File: config.mk
export PLATFORM = sky130hd
export DESIGN_NAME = mem_arbiter
export DESIGN_NICKNAME = d
export VERILOG_FILES = /design/src/rtl/mem_ctrl_pkg.sv /design/src/rtl/rr_arb2.sv /design/src/rtl/mem_arbiter.sv
export SDC_FILE = /design/constraint.sdc
export NUM_CORES = 1
export LEC_CHECK = 0
export CELL_PAD_IN_SITES_DETAIL_PLACEMENT = 1
export CELL_PAD_IN_SITES_GLOBAL_PLACEMENT = 1
export CORE_ASPECT_RATIO = 1.4
export CORE_UTILIZATION = 21
export CTS_BUF_LIST = sky130_fd_sc_hd__clkbuf_8 sky130_fd_sc_hd__clkbuf_16
export DETAILED_ROUTE_END_ITERATION = 16
export PLACE_DENSITY = 0.82
export SYNTH_ARGS = -nofsm -noshare
export SYNTH_HDL_FRONTEND = slang
export SYNTH_SLANG_ARGS = --single-unit
File: constraint.sdc
create_clock -name clk -period 1.3 [get_ports clk]
set_input_delay 0.26 -clock clk [delete_from_list [all_inputs] [get_ports clk]]
set_output_delay 0.26 -clock clk [all_outputs]
set_load 0.01 [all_outputs]
File: src/rtl/mem_ctrl_pkg.sv
// mem_ctrl_pkg: shared sizing defaults and requester tag encoding for the memory arbiter.
package mem_ctrl_pkg;
  localparam int DW_DEF    = 8;
  localparam int M_DEF     = 8;
  localparam int N_DEF     = 8;
  localparam int AW_DEF    = M_DEF + N_DEF;
  localparam int DEPTH_DEF = M_DEF * N_DEF;
  typedef enum logic {TAG_REQ0 = 1'b0, TAG_REQ1 = 1'b1} tag_e;
endpackage

File: src/rtl/rr_arb2.sv
// rr_arb2: two-way round-robin grant; the pointer remembers the last accepted requester.
module rr_arb2 (
  input  logic       clk,
  input  logic       rst_n,
  input  logic [1:0] valid_i,
  input  logic       accept_i,
  output logic [1:0] grant_o
);
  logic ptr_q, ptr_d;
  always_comb begin
    grant_o = (&valid_i) ? (ptr_q ? 2'b01 : 2'b10) : valid_i;
    ptr_d   = accept_i ? grant_o[1] : ptr_q;
  end
  // Reset points at req1 so req0 wins the first tie.
  always_ff @(posedge clk) ptr_q <= !rst_n ? 1'b1 : ptr_d;
endmodule

File: src/rtl/mem_arbiter.sv
// mem_arbiter: two-requester arbiter in front of a 1-cycle synchronous RAM.
// S1 issues the RAM access, S2 routes the response back to the originator.
module mem_arbiter
  import mem_ctrl_pkg::*;
#(
  parameter int DW = DW_DEF,
  parameter int m  = M_DEF,
  parameter int n  = N_DEF,
  localparam int AW    = m + n,
  localparam int DEPTH = m * n
) (
  input  logic          clk,
  input  logic          rst_n,
  input  logic          req0_valid,
  input  logic          req0_we,
  input  logic [AW-1:0] req0_addr,
  input  logic [DW-1:0] req0_wdata,
  output logic          req0_ready,
  output logic          req0_rvalid,
  output logic [DW-1:0] req0_rdata,
  output logic          req0_err,
  input  logic          req1_valid,
  input  logic          req1_we,
  input  logic [AW-1:0] req1_addr,
  input  logic [DW-1:0] req1_wdata,
  output logic          req1_ready,
  output logic          req1_rvalid,
  output logic [DW-1:0] req1_rdata,
  output logic          req1_err,
  output logic          ram_en,
  output logic          write_en,
  output logic          read_en,
  output logic [AW-1:0] mem_addr,
  output logic [DW-1:0] mem_wdata,
  input  logic [DW-1:0] mem_rdata
);
  localparam logic [AW:0] DEPTH_W = (AW+1)'(DEPTH);
  logic [1:0] gnt;
  logic acc, rv;
  logic s1_vld_q, s1_vld_d, s1_we_q, s1_we_d, s1_oor_q, s1_oor_d;
  tag_e s1_tag_q, s1_tag_d, s2_tag_q, s2_tag_d;
  logic [AW-1:0] s1_addr_q, s1_addr_d;
  logic [DW-1:0] s1_wdata_q, s1_wdata_d;
  logic s2_vld_q, s2_vld_d, s2_rd_q, s2_rd_d, s2_err_q, s2_err_d;
  rr_arb2 u_arb (
    .clk      (clk),
    .rst_n    (rst_n),
    .valid_i  ({req1_valid, req0_valid}),
    .accept_i (acc),
    .grant_o  (gnt)
  );
  assign req0_ready = gnt[0] & rst_n;
  assign req1_ready = gnt[1] & rst_n;
  assign acc        = req0_ready | req1_ready;
  always_comb begin
    s1_vld_d   = acc;
    s1_tag_d   = req1_ready ? TAG_REQ1 : TAG_REQ0;
    s1_we_d    = req1_ready ? req1_we : req0_we;
    s1_addr_d  = req1_ready ? req1_addr : req0_addr;
    s1_wdata_d = req1_ready ? req1_wdata : req0_wdata;
    s1_oor_d   = {1'b0, s1_addr_d} >= DEPTH_W;
    s2_vld_d   = s1_vld_q;
    s2_tag_d   = s1_tag_q;
    s2_rd_d    = ~s1_we_q & ~s1_oor_q;
    s2_err_d   = s1_oor_q;
  end
  always_ff @(posedge clk) begin
    if (!rst_n) begin
      s1_vld_q   <= 1'b0;
      s1_tag_q   <= TAG_REQ0;
      s1_we_q    <= 1'b0;
      s1_addr_q  <= '0;
      s1_wdata_q <= '0;
      s1_oor_q   <= 1'b0;
      s2_vld_q   <= 1'b0;
      s2_tag_q   <= TAG_REQ0;
      s2_rd_q    <= 1'b0;
      s2_err_q   <= 1'b0;
    end else begin
      s1_vld_q   <= s1_vld_d;
      s1_tag_q   <= s1_tag_d;
      s1_we_q    <= s1_we_d;
      s1_addr_q  <= s1_addr_d;
      s1_wdata_q <= s1_wdata_d;
      s1_oor_q   <= s1_oor_d;
      s2_vld_q   <= s2_vld_d;
      s2_tag_q   <= s2_tag_d;
      s2_rd_q    <= s2_rd_d;
      s2_err_q   <= s2_err_d;
    end
  end
  assign ram_en    = s1_vld_q & ~s1_oor_q & rst_n;
  assign write_en  = ram_en & s1_we_q;
  assign read_en   = ram_en & ~s1_we_q;
  assign mem_addr  = s1_addr_q;
  assign mem_wdata = s1_wdata_q;
  // Read data is only meaningful for in-range reads; everything else returns zero.
  assign rv          = s2_vld_q & rst_n;
  assign req0_rvalid = rv & (s2_tag_q == TAG_REQ0);
  assign req1_rvalid = rv & (s2_tag_q == TAG_REQ1);
  assign req0_rdata  = (req0_rvalid & s2_rd_q) ? mem_rdata : '0;
  assign req1_rdata  = (req1_rvalid & s2_rd_q) ? mem_rdata : '0;
  assign req0_err    = req0_rvalid & s2_err_q;
  assign req1_err    = req1_rvalid & s2_err_q;
endmodule

==> impl_metrics.csv <==
group,metric,value,unit
outcome,outcome,"finished with violations",
outcome,violations,"negative setup slack",
logic_synthesis,ys_seq_area_frac,0.486,
clock_network,cts_root_buf,"clkbuf_8",
floorplan,die_w,70.0,um
clock_network,htree_num_levels,2,
pwr,vdd_drop_max,0.388,mV
clock_network,cts_tree,"yes",
sta,rsz0062_at_grt,"true",
floorplan,fp.dieArea,6810,um2
final_layout,multi_input_area,756,um2
sta,whs,406,ps
route,viasPerCell,4.49,
route,vias,1635,
route,totalWireLength,5290,um
placement,dpl_worst_slack,-792,ps
clock_network,clk_pin_slew,70,ps
final_layout,n_antenna_cell,0,
logic_synthesis,ys_types,22,
route,ant_nets,0,
pwr,p_leak,1.36,nW
critical_path,worst-path-max-fanout,4,
critical_path,path_delay_family,"flip-flops",
sta,setup_violations,18,
clock_network,clock_latency,270,ps
final_layout,layout_common_cells,"58 x clkdlybuf4s50_1, 50 x nand2_1, 29 x dfxtp_1, 26 x dlygate4sd2_1, 20 x buf_6",
critical_path,critPathRequiredTime,1040,ps
sta,fin_skew,2.83,ps
critical_path,worstPathArrival,1200,ps
floorplan,num_rows,34,
placement,gp_congestion,0.720,
sta,slew_headroom,0.789,
final_layout,drive_gt1_frac,0.284,
critical_path,cpMaxStageDelayCell,"dfxtp_4",
worst_hold_path,min_path_type,"in2reg",
global_route,grt_max_degree,30,
critical_path,crit_path_start_kind,"flip-flop",
global_route,grt_pass1_wl,8450,um
sta,setup_ws,-158,ps
sta,fmax,686,MHz
sta,period_needed,1460,ps
route,dr.pass1.iters,4,
final_layout,finalNetCount,354,
route,drt-initial-drc-count,31,
clock_network,clock_path_buffers,2,
pwr,powerDensity,854,nW/um2
final_layout,areaGrowthSynthToFinish,108,%
clock_network,cts.sinks,33,
placement,port_buffers,110,
critical_path,crit_chain,"nand2_4 -> nor2_4 -> buf_6 -> and3_1 -> buf_2",
critical_path,crit_buf_inv,2,
final_layout,fin_cells,364,
global_route,antenna_found_initial,0,
global_route,grt_pass1_vias,1788,
sta,maxSlewViolCount,0,
clock_network,cts_hold_buf,0,
logic_synthesis,ys_warn_count,0,
final_layout,final_common_cell,"clkdlybuf4s50_1",
sta,finalHoldViolCount,0,
logic_synthesis,synth-seq-cells,33,
placement,placedCellCount,352,
critical_path,worst_path_largest_cell_delay,370,ps
sta,finalCritPeriodShare,1.12,
clock_network,numCtsBuffers,5,
floorplan,io_pins,111,
floorplan,fp.coreArea,6250,um2
critical_path,critical_path.endpoint_type,"output pin",
critical_path,crit_type,"reg2out",
route,avgRoutedWirePerCell,14.5,um
final_layout,seq_area,671,um2
final_layout,fillers,738,
sta,tightest_slew,314,ps
logic_synthesis,syn_area,1360,um2
logic_synthesis,syn_inst,165,
route,drc_errors,0,
global_route,gr-usage-all-layers,0.157,
logic_synthesis,syn_avg_cell_area,8.24,um2
global_route,grt_overflow,0,
final_layout,largest_register_ffs,16,
placement,dp_hpwl,3870,um
run,cap_violations,0,
floorplan,start_util,0.217,
floorplan,die_h,97.2,um
logic_synthesis,syn-num-nets,227,
-- power breakdown --
group	total [mW]	internal (mW)	switching (mW)	leakage, nW
Combinational	0.542	0.323	0.219	1.03
Sequential	1.11	1.08	0.0271	0.276
Clock	0.762	0.412	0.349	0.0485
-- worst paths after layout --
path | cells past startpoint | slack (ps) | endpoint | start
worst max-delay path | 5 | -160 | req0_rdata[5] | s2_vld_q
worst min-delay path | 4 | 410 | s2_vld_q | rst_n
worst max register to register | 6 | 110 | s1_oor_q | u_arb.ptr_q
worst min register to register | 1 | 440 | s2_tag_q | s1_tag_q
-- routing by layer --
metal,GRT usage,vias up,part of all wire
met4,0.0538,0,0.017
met2,0.322,61,0.60
met5,0,-,0
li1,-,804,-
met1,0.143,764,0.33
met3,0.0394,6,0.049
-- cell type report --
type / instances / area share
clock buffer: 6 / 0.0292
multi-input combinational: 121 / 0.267
inverter: 3 / 0.00487
sequential: 33 / 0.237
timing repair buffer: 128 / 0.428
clock inverter: 1 / 0.00133
tap: 72 / 0.0319
-- worst min-delay path, delay by kind of cell --
| family | cells | cell delay [ps] |
|---|---|---|
| buffers and inverters | 3 | 330 |
| AND/OR/NAND/NOR | 1 | 60 |
-- kinds of logic (layout without fill, tap and decap cells) --
family,Yosys count,in the layout,share of synthesized area
AOI/OAI and AO/OA,11,11,0.0718
and+or+nand+nor,108,110,0.387
buffers and inverters,13,138,0.0552
DFF,33,33,0.486
-- timing repair --
action	4_1_cts	5_1_grt
pin swaps	18	7
setup buffers	3	0
setup endpoints to repair	77	24
gates cloned	2	0
resized for setup	163	23
-- stage by stage --
stage	cell area, um2	util	power [mW]	TNS [ps]
2_1_floorplan	1360	-	1.30	0
3_3_place_gp	2620	0.418	1.67	-28890
3_5_place_dp	2620	0.418	1.69	-30500
4_1_cts	2710	0.434	2.44	-2030
5_1_grt	2830	0.452	2.54	-3200
6_report	2830	0.452	2.41	-2290
-- synth_stat cells --
library cell / n / area share
buf_6: 1 / 0.0083
inv_4: 1 / 0.0046
nor4_1: 4 / 0.018
nor2_2: 1 / 0.0046
nor2_1: 3 / 0.0083
buf_2: 4 / 0.015
nand2b_1: 2 / 0.0092
dfxtp_1: 33 / 0.49
nand4_1: 2 / 0.0092
nand3_4: 1 / 0.013
nor3b_1: 1 / 0.0055
and2_1: 5 / 0.023
nand3_1: 16 / 0.059
clkbuf_1: 2 / 0.0055
o21a_1: 1 / 0.0055
buf_4: 3 / 0.017
inv_1: 2 / 0.0055
a21boi_2: 4 / 0.033
nand2_1: 53 / 0.15
nor3_1: 1 / 0.0037
and3_1: 19 / 0.087
a21boi_0: 6 / 0.033
Note: power is estimated with default switching activity, not from simulation.
